`src/rtl/ines_rom_writer_if.sv`:
```
// ines_rom_writer_if: ROM byte stream in, cartridge memory write handshake out.
interface ines_rom_writer_if;
  logic [7:0] indata;
  logic indata_valid;
  logic [21:0] mem_addr;
  logic [7:0] mem_din;
  logic mem_write;
  logic mem_ready;
  modport master (input indata, indata_valid, mem_ready, output mem_addr, mem_din, mem_write);
  modport slave (output indata, indata_valid, mem_ready, input mem_addr, mem_din, mem_write);
endinterface

```
`src/rtl/ines_rom_writer.sv`:
```
// ines_rom_writer: parses an iNES image stream and writes PRG/CHR payload to cartridge memory.
module ines_rom_writer #(
  parameter int FIFO_DEPTH = 4,
  parameter logic [21:0] CHR_BASE = 22'h200000,
  parameter int MAX_PRG_BANKS = 128
) (
  input  logic clk,
  input  logic reset,
  ines_rom_writer_if.master bus,
  output logic hdr_valid,
  output logic [7:0] mapper,
  output logic mirroring,
  output logic battery,
  output logic four_screen,
  output logic [7:0] prg_banks,
  output logic [7:0] chr_banks,
  output logic done,
  output logic error
);
  localparam int AW = $clog2(FIFO_DEPTH);
  localparam logic [31:0] MAGIC = 32'h1A53454E;
  typedef enum logic [2:0] {S_HEADER, S_TRAINER, S_PRG, S_CHR, S_FLUSH, S_DONE, S_ERROR} state_t;
  state_t state, state_n;
  logic [21:0] cnt, cnt_n, push_addr, prg_len, chr_len;
  logic [7:0] flags6;
  logic [3:0] flags7_hi;
  logic [21:0] fifo_a [FIFO_DEPTH];
  logic [7:0] fifo_d [FIFO_DEPTH];
  logic [AW-1:0] wr_ptr, rd_ptr;
  logic [AW:0] count;
  logic full, pop, push, last;
  assign full = count == (AW+1)'(FIFO_DEPTH);
  assign pop = bus.mem_write && bus.mem_ready;
  assign bus.mem_write = count != '0;
  assign bus.mem_addr = fifo_a[rd_ptr];
  assign bus.mem_din = fifo_d[rd_ptr];
  assign prg_len = {prg_banks, 14'd0};
  assign chr_len = {1'b0, chr_banks, 13'd0};
  assign push_addr = state == S_CHR ? CHR_BASE + cnt : cnt;
  assign mapper = {flags7_hi, flags6[7:4]};
  assign mirroring = flags6[0];
  assign battery = flags6[1];
  assign four_screen = flags6[3];
  assign done = state == S_DONE;
  assign error = state == S_ERROR;
  always_comb begin
    state_n = state;
    cnt_n = cnt;
    push = 1'b0;
    last = 1'b0;
    case (state)
      S_HEADER: if (bus.indata_valid) begin
        cnt_n = cnt + 22'd1;
        if (cnt < 22'd4 && bus.indata != MAGIC[{cnt[1:0], 3'b000} +: 8]) state_n = S_ERROR;
        else if (cnt == 22'd15) begin
          cnt_n = '0;
          state_n = prg_banks == 8'd0 || int'(prg_banks) > MAX_PRG_BANKS ? S_ERROR :
                    flags6[2] ? S_TRAINER : S_PRG;
        end
      end
      S_TRAINER: if (bus.indata_valid) begin
        last = cnt == 22'd511;
        cnt_n = last ? '0 : cnt + 22'd1;
        state_n = last ? S_PRG : S_TRAINER;
      end
      S_PRG, S_CHR: if (bus.indata_valid) begin
        // a full FIFO still takes a byte when its head leaves this same cycle
        if (full && !pop) state_n = S_ERROR;
        else begin
          push = 1'b1;
          last = cnt == (state == S_PRG ? prg_len : chr_len) - 22'd1;
          cnt_n = last ? '0 : cnt + 22'd1;
          state_n = !last ? state : state == S_PRG && chr_banks != 8'd0 ? S_CHR : S_FLUSH;
        end
      end
      S_FLUSH: if (count == '0 || (count == (AW+1)'(1) && pop)) state_n = S_DONE;
      default: ;
    endcase
  end
  always_ff @(posedge clk) begin
    if (reset) begin
      state <= S_HEADER;
      cnt <= '0;
      hdr_valid <= 1'b0;
      flags6 <= '0;
      flags7_hi <= '0;
      prg_banks <= '0;
      chr_banks <= '0;
    end else begin
      state <= state_n;
      cnt <= cnt_n;
      if (state == S_HEADER && bus.indata_valid) begin
        if (cnt == 22'd4) prg_banks <= bus.indata;
        if (cnt == 22'd5) chr_banks <= bus.indata;
        if (cnt == 22'd6) flags6 <= bus.indata;
        if (cnt == 22'd7) flags7_hi <= bus.indata[7:4];
      end
      if (state == S_HEADER && (state_n == S_TRAINER || state_n == S_PRG)) hdr_valid <= 1'b1;
    end
  end
  always_ff @(posedge clk) begin
    if (reset || state_n == S_ERROR) begin
      wr_ptr <= '0;
      rd_ptr <= '0;
      count <= '0;
    end else begin
      if (push) begin
        fifo_a[wr_ptr] <= push_addr;
        fifo_d[wr_ptr] <= bus.indata;
        wr_ptr <= wr_ptr + AW'(1);
      end
      if (pop) rd_ptr <= rd_ptr + AW'(1);
      count <= count + (AW+1)'(push) - (AW+1)'(pop);
    end
  end
endmodule

```
`src/flat_wrapper.sv`:
```
// flat-port wrapper written by rule: the top's interface ports become plain ports
module ines_rom_writer_flat 
#(
  parameter int FIFO_DEPTH = 4,
  parameter logic [21:0] CHR_BASE = 22'h200000,
  parameter int MAX_PRG_BANKS = 128
)
  (clk, reset, hdr_valid, mapper, mirroring, battery, four_screen, prg_banks, chr_banks, done, error, bus_indata, bus_indata_valid, bus_mem_ready, bus_mem_addr, bus_mem_din, bus_mem_write);
  ines_rom_writer_if bus_i ();
  input  logic clk;
  input  logic reset;
  output logic hdr_valid;
  output logic [7:0] mapper;
  output logic mirroring;
  output logic battery;
  output logic four_screen;
  output logic [7:0] prg_banks;
  output logic [7:0] chr_banks;
  output logic done;
  output logic error;
  input wire logic [$bits(bus_i.indata)-1:0] bus_indata;
  input wire logic [$bits(bus_i.indata_valid)-1:0] bus_indata_valid;
  input wire logic [$bits(bus_i.mem_ready)-1:0] bus_mem_ready;
  output wire logic [$bits(bus_i.mem_addr)-1:0] bus_mem_addr;
  output wire logic [$bits(bus_i.mem_din)-1:0] bus_mem_din;
  output wire logic [$bits(bus_i.mem_write)-1:0] bus_mem_write;
  assign bus_i.indata = bus_indata;
  assign bus_i.indata_valid = bus_indata_valid;
  assign bus_i.mem_ready = bus_mem_ready;
  assign bus_mem_addr = bus_i.mem_addr;
  assign bus_mem_din = bus_i.mem_din;
  assign bus_mem_write = bus_i.mem_write;
  ines_rom_writer #(.FIFO_DEPTH(FIFO_DEPTH), .CHR_BASE(CHR_BASE), .MAX_PRG_BANKS(MAX_PRG_BANKS)) u_core (.clk(clk), .reset(reset), .bus(bus_i), .hdr_valid(hdr_valid), .mapper(mapper), .mirroring(mirroring), .battery(battery), .four_screen(four_screen), .prg_banks(prg_banks), .chr_banks(chr_banks), .done(done), .error(error));
endmodule
```
`config.mk`:
```
export PLATFORM = sky130hd
export DESIGN_NAME = ines_rom_writer_flat
export DESIGN_NICKNAME = d
export VERILOG_FILES = /design/src/rtl/ines_rom_writer_if.sv /design/src/rtl/ines_rom_writer.sv /design/src/flat_wrapper.sv
export SDC_FILE = /design/constraint.sdc
export NUM_CORES = 1
export LEC_CHECK = 0
export ABC_CLOCK_PERIOD_IN_PS = 3400
export BUFFER_PORTS_ARGS = -buffer_cell sky130_fd_sc_hd__buf_2
export CELL_PAD_IN_SITES_DETAIL_PLACEMENT = 0
export CELL_PAD_IN_SITES_GLOBAL_PLACEMENT = 1
export CORE_MARGIN = 2
export CORE_UTILIZATION = 44
export CTS_CLUSTER_DIAMETER = 150
export DETAILED_ROUTE_END_ITERATION = 6
export PLACE_DENSITY_LB_ADDON = 0.1
export SLEW_MARGIN = 10
export SYNTH_ARGS = -nofsm -noshare
export SYNTH_HDL_FRONTEND = slang
export SYNTH_SLANG_ARGS = --single-unit
```
`constraint.sdc`:
```
create_clock -name clk -period 3.4 [get_ports clk]
set_input_delay 0.17 -clock clk [delete_from_list [all_inputs] [get_ports clk]]
set_output_delay 0.17 -clock clk [all_outputs]
set_load 0.05 [all_outputs]
```
==> results.yml <==
die:
  die_y_um: 138
  start_util_pct: 45.3
  core_area_um2: 17400
  rows: 48
  die_w_um: 138
  io_pins: 73
  die_area_um2: 19000
cells_and_area:
  synthToLayoutAreaGrowth_pct: 17.3
  drive_gt1_share_pct: 25.0
  finalNetCount: 717
  stdcell_area_um2: 9260
  nFillCells: 1485
  instances_no_fill: 930
  n_antenna_cell: 0
clock_tree:
  cts_root_buf: "clkbuf_16"
  clkSlewWorstSetupHoldPaths_ns: 0.07
  htree_levels: 4
  cts.path.max_buffers: 2
  cts_tree: "built"
  clk_latency_ns: 0.42
  cts_buffers: 17
  clkSinkCount: 183
  hold_buffers: 0
critical_path:
  cp-start-kind: "flop"
  endpoint_kind: "flop"
  worst-endpoint-required_ns: 3.74
  crit_type: "reg2reg"
  cp_data_arrival_time_ns: 3.61
  worstPathMaxFanout: 8
grt:
  gr-total-overflow: 0
  antenna_found_initial: 0
  track_usage_pct: 20.1
  grt_pass1_vias: 5119
  grt_pass1_wl_um: 28400
  grt_max_degree: 43
synth:
  ys.flop_type: "edfxtp_1"
  netlist_area_um2: 7890
  synthTopCellsByArea: "edfxtp_1 46%, dfxtp_1 16%, mux4_2 8.6%"
  synth_compound_area_share_pct: 6.82
  syn_nets: 631
  synth_seq_cells: 183
  synth_top_family_by_area: "simple AND/OR/NAND/NOR gates"
  synth_area_per_cell_um2: 13.0
  ys_top_cells_by_count: "120 x edfxtp_1, 71 x nand2_1, 63 x dfxtp_1, 45 x nor2_1, 39 x a21oi_1"
  yosys.area.top_type: "edfxtp_1"
  ys_types: 67
  muxShareOfSynthArea_pct: 9.07
  synth-xor-area-share_pct: 4.66
  synth_fa_ha_area_share_pct: 2.16
  yosysSeqAreaShare_pct: 61.6
  synth_edf_count: 120
  synthMostInstantiatedCell: "edfxtp_1"
  ys.warnings.count: 0
  synth.top_cell.area_share_pct: 45.6
  synth-simple-area-share_pct: 13.3
  postSynthCellCount: 606
  synthArstFlopShare_pct: 0
sta:
  max_freq_mhz: 305
  period_needed_ns: 3.28
  finalHoldViolations: 0
  setup_viol: 0
  hold_ws_ns: 0.0750
  finClkSkew_ns: 0.00978
  slew_headroom_pct: 67.8
  worst_pin_slew_ns: 0.479
  post-route-period-util_pct: 96.4
  timing.setup.tns_ns: 0
  layout_setup_ws_ns: 0.123
  drv_slew: 0
power:
  ir_drop_mv: 0.362
  p_leak_nw: 3.21
  power.density_nw_per_um2: 584
placement:
  placed_cells: 896
  place_area_um2: 8590
  place_congestion: 0.892
  place_ws_ns: 0.0583
  dp_hpwl_um: 12500
  io_buffers: 72
job:
  maxCapViolCount: 0
drt:
  vias: 5189
  viasPerCell: 5.58
  first_iter_violations: 337
  firstDrtPassIters: 5
  wl_per_cell_um: 19.6
  ant_nets: 0
  wl_um: 18200
  route.detailed.drc: 0
worst_hold_path:
  hp-class: "in2reg"
status:
  outcome: "complete, no violations"
-- repair_timing --
action | 4_1_cts | 5_1_grt
setup buffers | 0 | 2
setup endpoints to repair | 0 | 29
gates resized for setup | 0 | 9
-- flip-flops by register name, summed over array words and instances, names as in the netlist, 3 cells and up, named ones only --
signal / count
u_core.chr_banks: 8
u_core.cnt: 22
u_core.count: 3
u_core.fifo_a: 88
u_core.fifo_d: 32
u_core.flags6: 8
u_core.flags7_hi: 4
u_core.prg_banks: 8
u_core.state: 3
-- report_power, final --
part           internal [W]  switching [W]  leakage (nW)
Sequential          0.00239      0.0000530          1.53
Combinational      0.000343       0.000628          1.39
Clock               0.00116       0.000824         0.285
-- cells by family (layout without fill, tap and decap cells) --
kind of cell               Yosys count  count (layout)
AOI/OAI and AO/OA                   79              79
xor gates and xnor gates            42              42
adders and majority gates           13              13
buffers and inverters               43             142
DFF                                183             183
muxes                               34              34
and+or+nand+nor                    212             212
-- layout by cell type (no fill, tap or decap), drive strengths merged, types with 3 or more instances in the layout --
cell,count
xor2,21
ha,12
a31oi,3
or4,4
nand3,26
clkbuf,18
xnor2,21
nand4,5
inv,19
a21oi,39
and3,10
clkinv,4
buf,96
nand2,71
bufinv,3
o21ai,7
nor2,45
nand3b,3
and2,4
edfxtp,120
nor2b,5
nor3,14
mux2i,4
mux4,30
a211oi,7
nand2b,6
nor4,7
dfxtp,63
a21boi,3
-- layout make-up --
cell class	instances	area, um2	share of cell area (%)
inverters	14	52.6	0.568
flip-flops and latches	183	4870	52.6
clock inverters	14	169	1.82
well taps	225	282	3.04
multi-input cells	380	2880	31.1
clock buffers	18	429	4.64
repair buffers	96	582	6.28
-- per-layer routing --
layer  share of wire [%]  vias to the layer above  track usage [%]
met5                   0                        -                0
met2                  48                      138             32.2
met3                 4.7                       20             4.06
li1                    -                     2429                -
met4                 1.7                        0             6.75
met1                  45                     2602             27.6
-- per-stage QoR --
stage,total power [W],util [%]
6_report,0.00540,53.2
5_1_grt,0.00563,53.2
4_1_cts,0.00543,52.8
3_5_place_dp,0.00345,49.3
3_3_place_gp,0.00344,49.3
2_1_floorplan,0.00323,-
-- worst max-delay path, stage by stage (launching register included) --
cell	delay [ns]
dfxtp_1	0.32
or3b_4	0.42
mux2i_1	0.18
ha_2	0.23
or4b_4	0.48
nand2_1	0.08
o22ai_1	0.08
xnor2_1	0.19
or4_1	0.50
o21ba_1	0.23
a21boi_4	0.18
a221oi_2	0.28
-- worst paths after layout --
path                                                     from                             to  slack (ns)  depth (start not counted)
worst max-delay path               u_core.state[2]$_SDFF_PP0_  u_core.wr_ptr[1]$_SDFFE_PP0P_        0.12                         11
worst min-delay path                            bus_indata[5]  u_core.fifo_d[2][5]$_DFFE_PP_        0.08                          1
worst max register to register     u_core.state[2]$_SDFF_PP0_  u_core.wr_ptr[1]$_SDFFE_PP0P_        0.12                         11
worst min register to register  u_core.flags6[6]$_SDFFE_PP0P_  u_core.flags6[6]$_SDFFE_PP0P_        0.45                          2
Note: power is estimated with default switching activity, not from simulation.
